<file path="src/rtl/shot_ctrl.sv">
// shot_ctrl -- player shot controller sitting directly upstream of bfs.
//
// Accepts one shot at a time, reads the addressed board cell, marks it hit
// (10) or missed (11), and on a fresh hit launches bfs to decide whether the
// ship is sunk. Owns the board-memory port and hands it to bfs while a sink
// search runs. Counts hits and raises a sticky game_over once SHIP_CELLS
// hits have been recorded.
//
// Cell encoding: 00 water, 01 ship intact, 10 ship hit, 11 missed shot.
// Result codes : 00 miss, 01 hit, 10 sunk, 11 repeat/invalid.
//
// Optional feature: define SHOT_BOUNDS_CHECK_EN to reject shots outside the
// WIDTH x HEIGHT board with code 11 and no memory access.
//
// Ports:
//   clk_i, rstn_i                      clock, async active-low reset
//   shot_valid_i/shot_ready_o          shot handshake
//   shot_x_i, shot_y_i                 shot coordinates
//   result_valid_o, result_code_o      one-cycle result pulse and held code
//   game_over_o                        sticky until reset
//   bfs_start_o, bfs_x_o, bfs_y_o      sink-search request to bfs
//   bfs_sink_i, bfs_done_i             bfs result
//   bfs_mem_*_i                        bfs memory request (used in BFS_RUN)
//   mem_*_o                            board memory request
//   mem_rd_data_i, mem_ready_i         board memory response (shared with bfs)

module shot_ctrl #(
  parameter int unsigned WIDTH      = 6,
  parameter int unsigned HEIGHT     = 6,
  parameter int unsigned SHIP_CELLS = 3
) (
  input  logic       clk_i,
  input  logic       rstn_i,
  // Shot interface
  input  logic       shot_valid_i,
  output logic       shot_ready_o,
  input  logic [2:0] shot_x_i,
  input  logic [2:0] shot_y_i,
  output logic       result_valid_o,
  output logic [1:0] result_code_o,
  output logic       game_over_o,
  // bfs control
  output logic       bfs_start_o,
  output logic [2:0] bfs_x_o,
  output logic [2:0] bfs_y_o,
  input  logic       bfs_sink_i,
  input  logic       bfs_done_i,
  // bfs memory request
  input  logic [2:0] bfs_mem_addr_x_i,
  input  logic [2:0] bfs_mem_addr_y_i,
  input  logic [1:0] bfs_mem_wr_data_i,
  input  logic       bfs_mem_wr_en_i,
  input  logic       bfs_mem_in_valid_i,
  // Board memory port
  output logic [2:0] mem_addr_x_o,
  output logic [2:0] mem_addr_y_o,
  output logic [1:0] mem_wr_data_o,
  output logic       mem_wr_en_o,
  output logic       mem_in_valid_o,
  input  logic [1:0] mem_rd_data_i,
  input  logic       mem_ready_i
);

  localparam int unsigned   HitsW   = $clog2(SHIP_CELLS + 1);
  localparam logic [HitsW-1:0] HitsMax = HitsW'(SHIP_CELLS);

  localparam logic [2:0] StIdle   = 3'd0;
  localparam logic [2:0] StRd     = 3'd1;
  localparam logic [2:0] StRdWait = 3'd2;
  localparam logic [2:0] StWr     = 3'd3;
  localparam logic [2:0] StWrWait = 3'd4;
  localparam logic [2:0] StBfsRun = 3'd5;
  localparam logic [2:0] StResult = 3'd6;
  localparam logic [2:0] StOver   = 3'd7;

  localparam logic [1:0] CellWater  = 2'b00;
  localparam logic [1:0] CellShip   = 2'b01;
  localparam logic [1:0] CellHit    = 2'b10;
  localparam logic [1:0] CellMissed = 2'b11;

  localparam logic [1:0] CodeMiss   = 2'b00;
  localparam logic [1:0] CodeHit    = 2'b01;
  localparam logic [1:0] CodeSunk   = 2'b10;
  localparam logic [1:0] CodeRepeat = 2'b11;

  // Board dimensions are limited by the 3-bit coordinate ports.
  if (WIDTH < 1 || WIDTH > 8 || HEIGHT < 1 || HEIGHT > 8 || SHIP_CELLS < 1) begin : g_param_err
    $error("shot_ctrl: WIDTH/HEIGHT must be 1..8 and SHIP_CELLS at least 1");
  end

  logic [2:0]       state_q, state_d;
  logic [2:0]       x_q, x_d;
  logic [2:0]       y_q, y_d;
  logic [1:0]       wdata_q, wdata_d;
  logic             hit_q, hit_d;
  logic [HitsW-1:0] hits_q, hits_d;
  logic [1:0]       code_q, code_d;
  logic             over_q, over_d;
  // Keeps shot_ready low during reset and for the first cycle after it.
  logic             rdy_en_q;
  // High when the latched shot must not touch memory.
  logic             rd_skip;

`ifdef SHOT_BOUNDS_CHECK_EN
  logic oob_q, oob_d;
  assign rd_skip = oob_q;
`else
  assign rd_skip = 1'b0;
`endif

  assign shot_ready_o = (state_q == StIdle) && rdy_en_q;

  // Next-state logic
  always_comb begin
    state_d = state_q;
    x_d     = x_q;
    y_d     = y_q;
    wdata_d = wdata_q;
    hit_d   = hit_q;
    hits_d  = hits_q;
    code_d  = code_q;
    over_d  = over_q;
`ifdef SHOT_BOUNDS_CHECK_EN
    oob_d   = oob_q;
`endif

    case (state_q)
      StIdle: begin
        if (shot_valid_i && shot_ready_o) begin
          x_d     = shot_x_i;
          y_d     = shot_y_i;
          state_d = StRd;
`ifdef SHOT_BOUNDS_CHECK_EN
          oob_d   = (32'(shot_x_i) >= WIDTH) || (32'(shot_y_i) >= HEIGHT);
`endif
        end
      end

      // The read strobe is issued combinationally from this state; an
      // out-of-bounds shot skips it and reports straight away.
      StRd: begin
        if (rd_skip) begin
          code_d  = CodeRepeat;
          state_d = StResult;
        end else begin
          state_d = StRdWait;
        end
      end

      StRdWait: begin
        if (mem_ready_i) begin
          unique case (mem_rd_data_i)
            CellWater: begin
              wdata_d = CellMissed;
              hit_d   = 1'b0;
              state_d = StWr;
            end
            CellShip: begin
              wdata_d = CellHit;
              hit_d   = 1'b1;
              if (hits_q != HitsMax) hits_d = hits_q + HitsW'(1);
              state_d = StWr;
            end
            default: begin
              code_d  = CodeRepeat;
              state_d = StResult;
            end
          endcase
        end
      end

      StWr: state_d = StWrWait;

      StWrWait: begin
        if (mem_ready_i) begin
          if (hit_q) begin
            state_d = StBfsRun;
          end else begin
            code_d  = CodeMiss;
            state_d = StResult;
          end
        end
      end

      StBfsRun: begin
        if (bfs_done_i) begin
          code_d  = bfs_sink_i ? CodeSunk : CodeHit;
          state_d = StResult;
        end
      end

      StResult: state_d = over_q ? StOver : StIdle;

      StOver: state_d = StOver;

      default: state_d = StIdle;
    endcase

    // game_over is raised on the same edge that enters RESULT so that it
    // coincides with result_valid of the final sinking shot.
    if (state_d == StResult && state_q != StResult && hits_q == HitsMax) begin
      over_d = 1'b1;
    end
  end

  always_ff @(posedge clk_i or negedge rstn_i) begin
    if (!rstn_i) begin
      state_q  <= StIdle;
      x_q      <= '0;
      y_q      <= '0;
      wdata_q  <= '0;
      hit_q    <= 1'b0;
      hits_q   <= '0;
      code_q   <= '0;
      over_q   <= 1'b0;
      rdy_en_q <= 1'b0;
    end else begin
      state_q  <= state_d;
      x_q      <= x_d;
      y_q      <= y_d;
      wdata_q  <= wdata_d;
      hit_q    <= hit_d;
      hits_q   <= hits_d;
      code_q   <= code_d;
      over_q   <= over_d;
      rdy_en_q <= 1'b1;
    end
  end

`ifdef SHOT_BOUNDS_CHECK_EN
  always_ff @(posedge clk_i or negedge rstn_i) begin
    if (!rstn_i) begin
      oob_q <= 1'b0;
    end else begin
      oob_q <= oob_d;
    end
  end
`endif

  // Outputs decoded from state so reset clears them asynchronously.
  assign result_valid_o = (state_q == StResult);
  assign result_code_o  = code_q;
  assign game_over_o    = over_q;
  assign bfs_start_o    = (state_q == StBfsRun);
  assign bfs_x_o        = x_q;
  assign bfs_y_o        = y_q;

  // Memory port mux: bfs owns the port only while its search runs.
  always_comb begin
    if (state_q == StBfsRun) begin
      mem_addr_x_o   = bfs_mem_addr_x_i;
      mem_addr_y_o   = bfs_mem_addr_y_i;
      mem_wr_data_o  = bfs_mem_wr_data_i;
      mem_wr_en_o    = bfs_mem_wr_en_i;
      mem_in_valid_o = bfs_mem_in_valid_i;
    end else begin
      mem_addr_x_o   = x_q;
      mem_addr_y_o   = y_q;
      mem_wr_data_o  = wdata_q;
      mem_wr_en_o    = (state_q == StWr);
      mem_in_valid_o = ((state_q == StRd) && !rd_skip) || (state_q == StWr);
    end
  end

endmodule

</file>
<file path="config.mk">
export PLATFORM = sky130hd
export DESIGN_NAME = shot_ctrl
export DESIGN_NICKNAME = d
export VERILOG_FILES = /design/src/rtl/shot_ctrl.sv
export SDC_FILE = /design/constraint.sdc
export NUM_CORES = 1
export LEC_CHECK = 0
export ABC_AREA = 1
export ABC_CLOCK_PERIOD_IN_PS = 2870
export CAP_MARGIN = 40
export CORE_AREA = 2 2 59 47
export CTS_CLUSTER_DIAMETER = 100
export CTS_CLUSTER_SIZE = 28
export DETAILED_ROUTE_END_ITERATION = 6
export DIE_AREA = 0 0 61 49
export HOLD_SLACK_MARGIN = 0.08
export PLACE_DENSITY_LB_ADDON = 0.1
export RECOVER_POWER = 25
export SETUP_SLACK_MARGIN = 0.4
export SLEW_MARGIN = 20
export SYNTH_ARGS = -nofsm -noshare
export SYNTH_HDL_FRONTEND = slang
export SYNTH_SLANG_ARGS = --single-unit
</file>
<file path="constraint.sdc">
create_clock -name clk_i -period 2.87 [get_ports clk_i]
set_clock_uncertainty 0.15 [all_clocks]
set_input_delay 0.4305 -clock clk_i [delete_from_list [all_inputs] [get_ports clk_i]]
set_output_delay 0.4305 -clock clk_i [all_outputs]
set_load 0.02 [all_outputs]
</file>
# After elaboration in Yosys (flattened, before gate mapping)
# Cells that the tools add are included.
# totals
elab_cells	63
register_bits	18
# op_classes
n_eq_ne	17
n_reduce_logical	14
muxes	22
n_addsub	1
# ops
operator	count
two-way mux 3 bit	8
one-hot mux 3 bit (8 select lines)	1
two-way mux 2 bit	8
equality test 3 bit (second input constant)	5
!= test 2 bit (second input constant)	5
equality test 3 x 2 -> 1 bit (second input constant)	2
one-hot mux 2 bit (3 select lines)	1
AND reduction 6 bit	1
logical AND 1 bit	4
one-hot mux 2 bit (2 select lines)	1
AND reduction 4 bit	1
equality test 3 x 1 -> 1 bit (second input constant)	1
zero test 3 bit	1
!= test 3 bit (second input constant)	1
AND reduction 3 bit	1
nonzero test 3 bit	1
adder 2 x 1 -> 2 bit (second input constant)	1
equality test 2 x 1 -> 1 bit (second input constant)	1
equality test 2 bit (second input constant)	1
zero test 2 bit	1
two-way mux 1 bit	2
!= test 2 x 1 -> 1 bit (second input constant)	1
one-hot mux 1 bit (2 select lines)	1
AND reduction 2 bit	1
3 further kinds	3

# Logic depth before layout (Yosys ltp)
# Gate-level depths: netlist of run 1.
# logic_depth
ltp_word	8
depth_mapped	8
ltp_nobuf	7

# Worst setup path after synthesis of run 1
# Ideal clock, no wire load.
# synth_path
path_kind	register to output
startpoint	register state_q[0]
endpoint	output mem_wr_data_o[1]
path_slack_ps	933
arrival_ps	1356
n_path_buf	2
t_required_ps	2289
path_stages_with_launch	6
cell_sequence	dfrtp_1 -> buf_6 -> nand3_2 -> inv_1 -> buf_4 -> o21ai_0
# synth_between
elab_chain_len	2
# synth_rtl
item	line	source
start, declared	91	logic [2:0] state_q, state_d;
start signal, assigned	208	state_q <= StIdle;
start signal, assigned	218	state_q <= state_d;
equality test 3 bit	n/a	
named net bfs_start_o	43	output logic bfs_start_o,
two-way mux 2 bit	250	if (state_q == StBfsRun) begin
end, declared	57	output logic [1:0] mem_wr_data_o,
# The timed path passes the listed nets, and every way through them passes these cells.

# Worst setup path after layout of run 1
# layout_path
startpoint	register state_q[1]
endpoint	output shot_ready_o
# layout_between
elab_chain_len	2
# layout_rtl
item	line	source
zero test 3 bit	111	assign shot_ready_o = (state_q == StIdle) && rdy_en_q;
logical AND 1 bit	111	
end, declared	36	output logic shot_ready_o,
# Every way passes these cells.

==> run metrics, run 1 <==
Worst-Skew Late Latency=0.30 ns; Least-Margin Pin Slew=0.804 ns; final instance count without filler cells=217; Post-synth EDFFs=0; Clock Tree Root=clkbuf_4; GRT Util Overall=19.2%; Commonest cells post-synth=nand2_1, dfrtp_1, inv_1, nand3_1, nand4_1; Clk pin slew, worst setup/hold paths=0.11 ns; Crit Path Class=flop to primary output; slowest cell delay on critical path=0.64 ns; Storage cell area=453 sq um; Hold Slack=0.240 ns; largest net degree at the start of global routing=15; startpoint types=flop; Iter 0 DRT Violations=36; Power Density=305 nW/um^2; CTS Buf Count=3; FF-to-FF setup slack=1.32 ns; Crit Path Max Fanout=8; final core occ=63.0%; Post-layout nets=207; RSZ-0062 raised after global routing=false; Worst setup EP type=primary output; status=complete, no violations; Hold Path Class=input pin to asynchronous set/reset pin; setup violators final=0; Vias per Instance=4.69; Yosys cell types=26; DRC viols=0; TritonCTS clock tree=yes; # diodes=0; fmax=417 MHz; Yosys reg bits=18; max_slew headroom=46.4%; slowest CP cell=clkdlybuf4s50_1; Core Region=2460 sq um; Sum Neg Setup Slack=0 ns; Die Wd=61 microns; port bufs=45; Netlist Area Pre-Place=1030 sq um; vias in the first global route=976; multi-input logic area=497 sq um; Max-cap violations=0; worst vdd ir=0.244 mV; post-synth net total=157; most frequent cell after synthesis=nand2_1; Seq/Total Area, Yosys=43.9%; fin crit period=2.40 ns; Leak=0.789 nW; Met2 Wirelength=1150 microns; Synth top area share=43.9%; Wirelength per Cell=11.8 microns; final hold vios=0; H-tree depth=1; # fillers=241; initial antenna violation count=0; Final ANT Viol Nets=0; Top Metal Used=met3; Vias=1017; Post-CTS Setup Bufs=0; fraction of registers with async set or reset after synthesis=100%; CTS Buffer Depth=2; P&R area growth vs syn=51.2%; top post-synthesis cells by area=dfrtp_1, nand2_1, nand3_1; Num Clock Sinks=18; io pins=46; Synth Warn #=0; worst path arrival time=1.82 ns; fin. max-slew vios=0; Post-Synthesis Cells=132; Post-synth top flop=dfrtp_1; # rows=16; Avg Cell Area, Syn=7.77 sq um; Routed WL=2570 microns; initial core utilization=41.7%; CP cell instances=inv_4 -> nand2_4 -> nor3b_4 -> clkdlybuf4s50_1; final worst slack=0.471 ns; GR Overflow Total=0; Metal-1 WL=1260 microns; cells on worst reg2reg path=5; first-pass GRT wire length=4410 microns; leading area contributor after synthesis=dfrtp_1; reg2reg start=state_q[2]; dpl ws=0.375 ns; Placer Congestion=0.755; Detail Placement HPWL=1970 microns; reg2reg end=hits_q[0]; WL met3=154 microns; share of cells above drive strength 1=11.6%; Post-Place Cells=212; final period utilization=83.6%; Worst EP required=2.29 ns; DIE AREA=2990 sq um; Die Y=49 microns; DRT Pass-1 Iters=4
==> power breakdown <==
group	switching, W	total [W]	internal [W]
clock network	0.0000837	0.000161	0.0000774
registers	0.00000187	0.000259	0.000257
logic	0.0000193	0.0000526	0.0000332
==> repair_timing <==
item	CTS	global route
setup endpoints to repair	10	1
cloned	1	0
gates resized for setup	14	1
hold buffers	0	0
endpoints found under the hold margin	0	0
==> layout by cell type (no fill, tap or decap), drive strengths merged <==
master	n
nand2	58
clkdlybuf4s50	34
dfrtp	18
nand3	13
inv	11
dlygate4sd2	9
nor2	7
nand4	6
clkbuf	5
o21ai	4
clkinvlp	2
clkinv	1
o21bai	1
a31oi	1
nor3b	1
nand3b	1
o211ai	1
a21oi	1
o21a	1
xnor2	1
ha	1
dlygate4sd3	1
dlymetal6s2s	1
buf	1
conb	1
==> layout make-up <==
cell class	count	area share, %
multi-input cells	98	32.0
flip-flops and latches	18	29.2
repair buffers	47	29.2
inverters	13	3.87
well taps	36	2.90
clock buffers	4	2.34
repair inverters	1	0.484
==> layer usage <==
layer / track usage, % / vias up
met5: 0 / -
met4: 2.17 / 0
met2: 30.3 / 33
met1: 26.6 / 464
li1: - / 520
met3: 6.10 / 0
==> state kept, by name, summed over array words and instances, names as in the netlist <==
signal,count
bfs_x_o,3
bfs_y_o,3
game_over_o,1
hit_q,1
hits_q,2
rdy_en_q,1
result_code_o,2
state_q,3
wdata_q,2
==> cell families (layout without fill, tap and decap cells) <==
logic type	Yosys count	in the layout	synth area share, %
AND/OR/NAND/NOR	86	86	40.0
flip-flops	18	18	43.9
buffers and inverters	16	65	8.42
XOR/XNOR	1	1	0.854
other	1	1	0.366
adder cells (fa/ha/maj)	1	1	1.22
AO/OA/AOI/OAI	9	9	5.24
==> per-stage QoR <==
step                      power, W  area [sq um]
after floorplan           0.000272          1030
after global placement    0.000317          1500
after detailed placement  0.000319          1510
after CTS                 0.000480          1560
after global routing      0.000492          1550
final                     0.000473          1550
==> how the worst max path moves through the flow <==
stage / slack (ns) / from / end / depth (start not counted)
floorplan: 0.93 / state_q[0] / mem_wr_data_o[1] / 5
global placement: 0.42 / state_q[1] / mem_wr_data_o[1] / 6
detailed placement: 0.37 / state_q[1] / mem_wr_data_o[1] / 6
CTS: 0.41 / state_q[1] / bfs_start_o / 4
global route: 0.41 / state_q[0] / shot_ready_o / 4
finish: 0.47 / state_q[1] / shot_ready_o / 4
==> worst max-delay path, delay by kind of cell, from the launching register on <==
family / cells / cell delay, ns
DFF: 1 / 0.49
and+or+nand+nor: 2 / 0.27
buffers and inverters: 2 / 0.75
Note: power is estimated with default switching activity, not from simulation.
==> run 2: changes to the inputs <==
--- a/config.mk
+++ b/config.mk
@@ -6,13 +6,13 @@
 export NUM_CORES = 1
 export LEC_CHECK = 0
 export ABC_AREA = 1
-export ABC_CLOCK_PERIOD_IN_PS = 2870
+export ABC_CLOCK_PERIOD_IN_PS = 2000
 export CAP_MARGIN = 40
-export CORE_AREA = 2 2 59 47
+export CORE_AREA = 2 2 64 51
 export CTS_CLUSTER_DIAMETER = 100
 export CTS_CLUSTER_SIZE = 28
 export DETAILED_ROUTE_END_ITERATION = 6
-export DIE_AREA = 0 0 61 49
+export DIE_AREA = 0 0 66 53
 export HOLD_SLACK_MARGIN = 0.08
 export PLACE_DENSITY_LB_ADDON = 0.1
 export RECOVER_POWER = 25
==> constraint.sdc (replaced) <==
create_clock -name clk_i -period 2 [get_ports clk_i]
set_clock_uncertainty 0.15 [all_clocks]
set_input_delay 0.3 -clock clk_i [delete_from_list [all_inputs] [get_ports clk_i]]
set_output_delay 0.3 -clock clk_i [all_outputs]
set_load 0.02 [all_outputs]
==> run metrics, run 2 (synthesized netlist as in run 1, its figures left out) <==
status=complete, no violations (unchanged); first-pass GRT wire length=4370 microns (was 4410 microns); vias in the first global route=980 (was 976); Power Density=422 nW/um^2 (was 305 nW/um^2); worst path arrival time=1.27 ns (was 1.82 ns); sequential share of power=50.1% (was 54.8%); RSZ-0062 raised after global routing=true (was false); fin crit period=1.72 ns; Placed Area=1610 sq um (was 1510 sq um); # rows=17 (was 16); clock share of power=39.1% (was 34.1%); Clock Tree Root=clkbuf_8 (was clkbuf_4); switching share of power=20.1% (was 22.2%); Final ANT Viol Nets=0 (unchanged); Crit Path Max Fanout=3 (was 8); H-tree depth=1 (unchanged); Logic pwr share=10.8% (was 11.1%); setup violators final=0 (unchanged); internal power=0.000593 W (was 0.000368 W); Final Cell Area=1760 sq um (was 1550 sq um); Worst-Skew Late Latency=0.25 ns (was 0.30 ns); Vias per Instance=4.58 (was 4.69); Placer Congestion=0.746 (was 0.755); max_slew headroom=35.3% (was 46.4%); Iter 0 DRT Violations=23 (was 36); dpl ws=0.0305 ns (was 0.375 ns); commonest non-fill, non-tap cell in the layout=nand2_1 (unchanged); TritonCTS clock tree=yes (unchanged); Hold Path Class=flop to flop (was input pin to asynchronous set/reset pin); # diodes=0 (unchanged); Storage cell area=450 sq um (was 453 sq um); Post-layout nets=218 (was 207); Detail Placement HPWL=2040 microns (was 1970 microns); Least-Margin Pin Slew=0.970 ns (was 0.804 ns); worst vdd ir=0.345 mV (was 0.244 mV); largest net degree at the start of global routing=19 (was 15); Worst EP required=1.55 ns (was 2.29 ns); Max-cap violations=0 (unchanged); Num Clock Sinks=18 (unchanged); share of cells above drive strength 1=31.8% (was 11.6%); CTS Buf Count=3 (unchanged); port bufs=45 (unchanged); final hold vios=0 (unchanged); Hold Slack=0.321 ns (was 0.240 ns); multi-input logic area=563 sq um (was 497 sq um); initial core utilization=36.0% (was 41.7%); Core Region=2850 sq um (was 2460 sq um); Die Y=53 microns (was 49 microns); P&R area growth vs syn=71.5% (was 51.2%); fin. max-slew vios=0 (unchanged); most frequent cells in the layout=nand2_1, clkdlybuf4s50_1, dfrtp_1, nand2_2, buf_6 (was nand2_1, clkdlybuf4s50_1, dfrtp_1, nand3_1); initial antenna violation count=0 (unchanged); final worst slack=0.283 ns (was 0.471 ns); Leak=0.906 nW (was 0.789 nW); Routed WL=2840 microns (was 2570 microns); DRC viols=0 (unchanged); Vias=1054 (was 1017); fmax=582 MHz; # fillers=287 (was 241); startpoint types=flop (unchanged); Clk pin slew, worst setup/hold paths=0.07 ns (was 0.11 ns); Crit Path Class=flop to primary output (unchanged); CTS Buffer Depth=2 (unchanged); Die Wd=66 microns (was 61 microns); GR Overflow Total=0 (unchanged); DIE AREA=3500 sq um (was 2990 sq um); DRT Pass-1 Iters=4 (unchanged); Worst setup EP type=primary output (unchanged); io pins=46 (unchanged); P_sw=0.000150 W (was 0.000105 W); Wirelength per Cell=12.3 microns (was 11.8 microns); GRT Util Overall=16.7% (was 19.2%); Sum Neg Setup Slack=0 ns (unchanged); final period utilization=85.8%
==> run 2: final cells by class <==
cell class | count | share of cell area [%]
Clock buffer | 4 | 3.13
Inverter | 13 | 3.49
Timing Repair Buffer | 59 | 33.1
Multi-Input combinational cell | 98 | 32.0
Tap cell | 38 | 2.70
Sequential cell | 18 | 25.6
==> run 2: stage by stage <==
step	utilization, %	power [W]	instances
global route	61.7	0.000773	230
CTS	57.7	0.000750	228
floorplan	-	0.000391	132
global placement	56.3	0.000457	222
finish	61.7	0.000742	230
detailed placement	56.3	0.000459	222
==> run 2: final timing paths <==
path	start	endpoint	slack, ns	cells after the start
min in group asynchronous	rstn_i	hits_q[1]	0.56	2
worst min-delay path	wdata_q[1]	wdata_q[1]	0.32	2
max in group asynchronous	rstn_i	bfs_y_o[0]	0.55	2
worst max register to register	state_q[0]	bfs_x_o[1]	0.45	8
worst min register to register	wdata_q[1]	wdata_q[1]	0.32	2
worst max-delay path	state_q[0]	shot_ready_o	0.28	5
==> run 2: critical path, cell delays in order (launching register included) <==
cell,delay [ns]
dfrtp_1,0.42
buf_6,0.14
clkinv_4,0.04
nand2_4,0.06
nor3b_4,0.20
buf_6,0.15
==> run 2: layer usage <==
layer / vias up / global-route usage, % / wire length (microns)
met5: - / 0 / 0
met4: 0 / 4.76 / 14
met3: 2 / 3.83 / 114
met2: 22 / 27.6 / 1420
met1: 490 / 21.9 / 1290
li1: 540 / - / -
==> run 2: repair_timing <==
action | CTS | global route
setup endpoints to repair | 23 | 19
hold buffers | 0 | 0
resized for setup | 78 | 23
pin swaps | 1 | 4
gates cloned | 0 | 1
setup buffers | 2 | 1
==> run 2: power groups by stage <==
stage	clock network (W)	registers (W)	logic (W)
after CTS	0.000300	0.000372	0.0000783
after global routing	0.000314	0.000372	0.0000872
after global placement	0	0.000378	0.0000791
after detailed placement	0	0.000379	0.0000798
after floorplan	0	0.000381	0.00000941
final	0.000290	0.000372	0.0000800
==> run 3: changes to the inputs <==
--- a/config.mk
+++ b/config.mk
@@ -8,11 +8,11 @@
 export ABC_AREA = 1
 export ABC_CLOCK_PERIOD_IN_PS = 2000
 export CAP_MARGIN = 40
-export CORE_AREA = 2 2 64 51
+export CORE_AREA = 10 10 72 59
 export CTS_CLUSTER_DIAMETER = 100
 export CTS_CLUSTER_SIZE = 28
 export DETAILED_ROUTE_END_ITERATION = 6
-export DIE_AREA = 0 0 66 53
+export DIE_AREA = 0 0 82 69
 export HOLD_SLACK_MARGIN = 0.08
 export PLACE_DENSITY_LB_ADDON = 0.1
 export RECOVER_POWER = 25
==> run metrics, run 3 (synthesized netlist as in run 1, its figures left out) <==
Worst Setup SP=state_q[1] (was state_q[0]); final period utilization=84.3% (was 85.8%); initial antenna violation count=0 (unchanged); Core Region=2850 sq um (unchanged); max_slew headroom=33.8% (was 35.3%); largest net degree at the start of global routing=19 (unchanged); CTS Buffer Depth=2 (unchanged); CP Capture Point=shot_ready_o (unchanged); Crit Path Max Fanout=3 (unchanged); fmax=593 MHz (was 582 MHz); GR Overflow Total=0 (unchanged); Num Clock Sinks=18 (unchanged); Pwr Total=0.000739 W (was 0.000742 W); Post-CTS Setup Bufs=0 (was 2); FF-to-FF setup slack=0.50 ns (was 0.45 ns); Max-cap violations=0 (unchanged); slowest CP cell=dfrtp_1 (unchanged); DRT Pass-1 Iters=4 (unchanged); Final Cell Area=1690 sq um (was 1760 sq um); Leak=0.869 nW (was 0.906 nW); CTS Hold Bufs=0 (unchanged); CTS Buf Count=3 (unchanged); Die Wd=82 microns (was 66 microns); Placer Congestion=0.776 (was 0.746); Placed Area=1610 sq um (about the same); P&R area growth vs syn=64.6% (was 71.5%); Power Density=437 nW/um^2 (was 422 nW/um^2); Vias=1029 (was 1054); setup violators final=0 (unchanged); Vias per Instance=4.51 (was 4.58); Worst-Skew Late Latency=0.25 ns (about the same); Routed WL=2990 microns (was 2840 microns); commonest non-fill, non-tap cell in the layout=nand2_1 (unchanged); worst vdd ir=0.406 mV (was 0.345 mV); fin. max-slew vios=0 (unchanged); Clk pin slew, worst setup/hold paths=0.07 ns (about the same); CP cell instances=inv_4 -> buf_4 -> nand2_4 -> nor3b_4 -> buf_6 (was buf_6 -> clkinv_4 -> nand2_4 -> nor3b_4 -> buf_6); startpoint types=flop (unchanged); Crit path max-delay family=flip-flops (unchanged); TritonCTS clock tree=yes (unchanged); Wirelength per Cell=13.1 microns (was 12.3 microns); port bufs=45 (unchanged); share of cells above drive strength 1=30.5% (was 31.8%); status=complete, no violations (unchanged); Hold Path Class=flop to flop (unchanged); Clock Tree Root=clkbuf_8 (unchanged); final hold vios=0 (unchanged); # rows=17 (unchanged); fin crit period=1.69 ns (was 1.72 ns); worst path arrival time=1.24 ns (was 1.27 ns); Worst setup EP type=primary output (unchanged); Sum Neg Setup Slack=0 ns (unchanged); RSZ-0062 raised after global routing=true (unchanged); # diodes=0 (unchanged); Die Y=69 microns (was 53 microns); most frequent cells in the layout=nand2_1, clkdlybuf4s50_1, dfrtp_1, nand2_2, buf_6 (unchanged); initial core utilization=36.0% (unchanged); Least-Margin Pin Slew=0.993 ns (was 0.970 ns); Worst EP required=1.55 ns (about the same); Iter 0 DRT Violations=55 (was 23); vias in the first global route=1024 (was 980); Crit path buffers/inverters=3 (unchanged); Detail Placement HPWL=2400 microns (was 2040 microns); reg2reg end=bfs_x_o[0] (was bfs_x_o[1]); DIE AREA=5660 sq um (was 3500 sq um); Crit Path Class=flop to primary output (unchanged); GRT Util Overall=11.1% (was 16.7%); cell count along the critical path=5 (unchanged); H-tree depth=1 (unchanged); reg2reg start=state_q[1] (was state_q[0]); Post-layout nets=216 (was 218); first-pass GRT wire length=5140 microns (was 4370 microns); Final ANT Viol Nets=0 (unchanged); DRC viols=0 (unchanged); slowest cell delay on critical path=0.41 ns (was 0.42 ns); cells on worst reg2reg path=8 (unchanged); io pins=46 (unchanged)
run 3: changes by cell type in the layout (fill, tap and decap cells not counted), sizes merged:
cell / before / now
clkbuf: 6 / 5
buf: 25 / 24
run 3: what timing repair did:
action	4_1_cts	5_1_grt
setup endpoints to repair	22	13
pin swaps	1	1
hold endpoints to repair	0	0
gates resized for setup	94	3
run 3: worst register-to-register path, delay by kind of cell (launching register included):
family | cells | cell delay (ns)
DFF | 1 | 0.41
and+or+nand+nor | 5 | 0.46
buffers and inverters | 3 | 0.37
run 3: cell type report:
cell class / instances / area (sq um)
Multi-Input combinational cell: 98 / 536
Timing Repair Buffer: 57 / 539
Inverter: 13 / 58.8
Fill cell: 269 / 1160
Clock buffer: 4 / 55.1
Tap cell: 38 / 47.5
Sequential cell: 18 / 453
run 3: per-stage QoR:
stage | util [%] | std cells | worst slack [ns] | hold slack (ns)
6_report | 59.3 | 228 | 0.313 | 0.318
4_1_cts | 59.1 | 228 | 0.281 | 0.229
2_1_floorplan | - | 132 | 0.425 | -0.146
3_3_place_gp | 56.4 | 224 | 0.0202 | 0.296
3_5_place_dp | 56.4 | 224 | 0.00523 | 0.303
5_1_grt | 59.3 | 228 | 0.159 | 0.368
run 3: how the worst min path moves through the flow:
stage                                  end             start  depth (start not counted)  slack (ns)
after floorplan                 bfs_x_o[0]            rstn_i                          0       -0.15
after global placement          wdata_q[1]        wdata_q[1]                          2        0.30
after detailed placement        wdata_q[1]        wdata_q[1]                          2        0.30
after CTS                      game_over_o            rstn_i                          2        0.23
after global routing      result_code_o[0]  result_code_o[0]                          2        0.37
final                           wdata_q[1]        wdata_q[1]                          2        0.32
run 3: layer usage:
layer / vias up / GRT usage [%] / routed length (microns)
met5: - / 0 / 0
met1: 465 / 14.1 / 1350
li1: 540 / - / -
met2: 22 / 17.4 / 1430
met3: 2 / 4.13 / 196
met4: 0 / 1.69 / 16
run 3: power by group:
group | internal, W | leakage [nW] | total (W) | switching (W)
registers | 0.000369 | 0.215 | 0.000372 | 0.00000246
logic | 0.0000487 | 0.624 | 0.0000784 | 0.0000297
clock network | 0.000174 | 0.0288 | 0.000289 | 0.000114
total | 0.000592 | 0.869 | 0.000739 | 0.000146
==> patch 1: new RTL, settings of run 3 <==
Build with the macro `SHOT_BOUNDS_CHECK_EN` defined.
--- a/src/rtl/shot_ctrl.sv
+++ b/src/rtl/shot_ctrl.sv
@@ -25,2 +25,4 @@
 //   mem_rd_data_i, mem_ready_i         board memory response (shared with bfs)
+
+`define SHOT_BOUNDS_CHECK_EN
 
Function: changed (Yosys sat finds a counterexample within 4 cycles, from zero or initial values and one cycle with rstn_i low).
==> patch 1 against run 3 <==
Worst setup slack got worse by 0.078 ns; cell area increased by 9.9%; sequential cell count increased by 1; wire length increased by 24%; total power increased by 0.41%; first-iteration DRC count increased by 58%; critical path depth increased by 1; synthesized area increased by 3.7%; critical path type unchanged; critical endpoint is now mem_addr_x_o[1]; highest routed layer unchanged.
==> patch 1: results (changes against run 3) <==
- The run finished with clean final reports.
* Hold Worst Slack: 0.318 ns (-0.000420 ns)
- Hpwl dp: 2640 um (+10%)
- Proportion of synthesized chip area in sequential cells: 44.7% (+0.80 points)
- Net switching power: 0.164 mW (+12%)
- Crit path setup slack, layout: 0.235 ns (-0.0785 ns)
* GPL Wtd Cong: 0.877 (+13%)
- The count of cells along the worst register-to-register path is 7 (-1).
- Post-synthesis compound-gate area fraction: 8.71% (+3.5 points)
- Worst reg-to-reg setup slack: 0.40 ns (-0.10 ns)
- The number of logic inverters in the finished layout was 18 (+5).
- Detailed Route WL: 3730 um (+24%)
- Synth Area per Inst: 7.39 um^2 (-5.0%)
- Signal buf overhead: 32.1% (+0.15 points)
* Area fraction of clock buffers and clock inverters: 2.43% (-0.83 points)
* Share of the final layout cell area in multi-input gates: 32.6% (+0.91 points)
* Ranking of synthesized cells by instance count: sky130_fd_sc_hd__nand2_1, sky130_fd_sc_hd__dfrtp_1, sky130_fd_sc_hd__inv_1
- The share of total power in sequential cells is 52.8% (+2.5 points).
* Largest net degree at the start of global routing: 20 (+1)
- The number of gates given a new drive strength after cts is 95 (+1.1%).
- Final routed wire length divided by cell count: 14.9 um (+13%)
* Non-clock buffers: 65 (+14%)
* RR Endpoint: hits_q[0]$_DFFE_PN0P_
- The fraction of the mapped netlist area in adder cells came to 1.18% (-0.043 points).
- # Post-CTS Setup Buffers: 8 (+8)
* Biggest area contributors in the synthesized netlist: sky130_fd_sc_hd__dfrtp_1, sky130_fd_sc_hd__nand2_1, sky130_fd_sc_hd__inv_1
* Worst R2R Start: state_q[2]$_DFF_PN0_
patch 1: cell types whose count changed in the layout (fill, tap and decap cells not counted), moves of 3 or more:
cell / run 3 / this run
sky130_fd_sc_hd__buf_4: 10 / 19
sky130_fd_sc_hd__inv_1: 9 / 13
sky130_fd_sc_hd__nand2_1: 42 / 47
sky130_fd_sc_hd__nand3_1: 10 / 6
sky130_fd_sc_hd__nand4_1: 6 / 2
sky130_fd_sc_hd__nor2_4: 0 / 4
sky130_fd_sc_hd__o21ai_0: 2 / 6
sky130_fd_sc_hd__o21ai_1: 1 / 4
patch 1: per-layer routing:
metal / track usage [%] / routed length, um / vias up
li1: - / - / 588
met1: 14.3 / 1500 / 566
met2: 20.7 / 1830 / 56
met3: 5.04 / 323 / 10
met4: 3.75 / 70 / 0
met5: 0 / 0 / -
==> patch 2: new RTL, flow settings as in run 3 <==
Made on the original files. `SHIP_CELLS`: 3 -> 2.
--- a/src/rtl/shot_ctrl.sv
+++ b/src/rtl/shot_ctrl.sv
@@ -29,3 +29,3 @@
   parameter int unsigned HEIGHT     = 6,
-  parameter int unsigned SHIP_CELLS = 3
+  parameter int unsigned SHIP_CELLS = 2
 ) (
Behaviour: same outputs for any inputs over 10 cycles, from zero or initial values and one cycle with rstn_i low; that may be too few to reach the edited logic, so the function may still have changed.
==> patch 2 against run 3 <==
Global-route usage barely moved; combinational power increased by 1%; wire length grew 7.5%; synthesized area grew 5.9%; sequential cell count stayed put; total power is 1.7% higher; worst setup slack worse by 0.072 ns; utilization is 2.3 points higher; cell area increased by 3.9%; largest power group unchanged.
==> patch 2: results (changes against run 3) <==
- The flow ran to the end, and the final reports show no timing, DRC or antenna violations.
* Fraction of final layout cells with drive strength greater than 1: 33.3% (+2.8 points)
- The startpoint identified for the worst register-to-register timing path is state_q[2]$_DFF_PN0_.
- Synth Area per Inst: 7.70 um^2 (-0.90%)
- The post-route minimum period came to 1.76 ns (+0.0722 ns).
- Worst IR drop on VDD: 398 uV (-2.1%)
* Hpwl dp: 2510 um (+4.6%)
* RR Endpoint: hits_q[0]$_DFFE_PN0P_
* First-pass GRT wire length: 5120 um (-0.41%)
* Fill cell total of the finished layout: 277 (+3.0%)
- The max-slew headroom at the worst pin was 35.5% (+1.7 points).
* Proportion of synthesized chip area in sequential cells: 41.5% (-2.4 points)
- Vias: 1,104 (+7.3%)
* Hold Worst Slack: 0.320 ns (+0.00137 ns)
* Biggest area contributors in the synthesized netlist: sky130_fd_sc_hd__dfrtp_1, sky130_fd_sc_hd__nand2_1, sky130_fd_sc_hd__nand3_1
* Reported clock group power: 0.300 mW (+4%)
- The cell area after placement was 1630 um^2 (+1.4%).
- The amount of wire on met3 after detailed routing came to 299 um (+53%).
- The met2 track utilization from global routing is 18.5% (+1.0 points).
- Ranking of synthesized cells by instance count: sky130_fd_sc_hd__nand2_1, sky130_fd_sc_hd__dfrtp_1, sky130_fd_sc_hd__inv_1, sky130_fd_sc_hd__nand3_1, sky130_fd_sc_hd__nand2_2
- The area fraction in compound gates after synthesis is 5.41% (+0.17 points).
* Global routing usage on met1: 12.9% (-1.1 points)
- Number of cells traversed by the worst register-to-register path: 7 (-1)
- GR Util All Layers: 11.1% (+0.017 points)
- The number of nets in the layout is 224 (+3.7%).
- Cell total after placement: 228 (+1.8%)
- Final routed wire length divided by cell count: 13.6 um (+3.9%)
* Synthesized-area fraction occupied by adder cells: 1.15% (-0.067 points)
- GRT met3 Usage: 4.26% (+0.13 points)
* Parity-gate share of the synthesized area counting xor and xnor cells: 0.806% (-0.047 points)
- Arrival time worst endpoint: 1.31 ns (+0.07 ns)
[patch 2: changes by cell type in the layout (fill, tap and decap cells not counted), moves of 3 or more]
cell / delta
sky130_fd_sc_hd__nand2_2: +10
sky130_fd_sc_hd__nand3_1: +5
sky130_fd_sc_hd__nand4_1: -4
sky130_fd_sc_hd__nand2_1: -10
sky130_fd_sc_hd__nor2_4: +3
sky130_fd_sc_hd__inv_1: +4
[patch 2: layout make-up]
type | instances | share of cell area [%]
well taps | 38 | 2.71
multi-input cells | 102 | 33.9
clock buffers | 4 | 3.14
flip-flops and latches | 18 | 25.7
repair buffers | 57 | 30.7
inverters | 17 | 3.85
[patch 2: what timing repair did]
action | 4_1_cts | 5_1_grt
buffers inserted | 3 | 1
gates cloned | 0 | 0
pin swaps | 1 | 2
gates resized for setup | 93 | 8
hold endpoints to repair | 0 | 0
setup endpoints to repair | 22 | 22
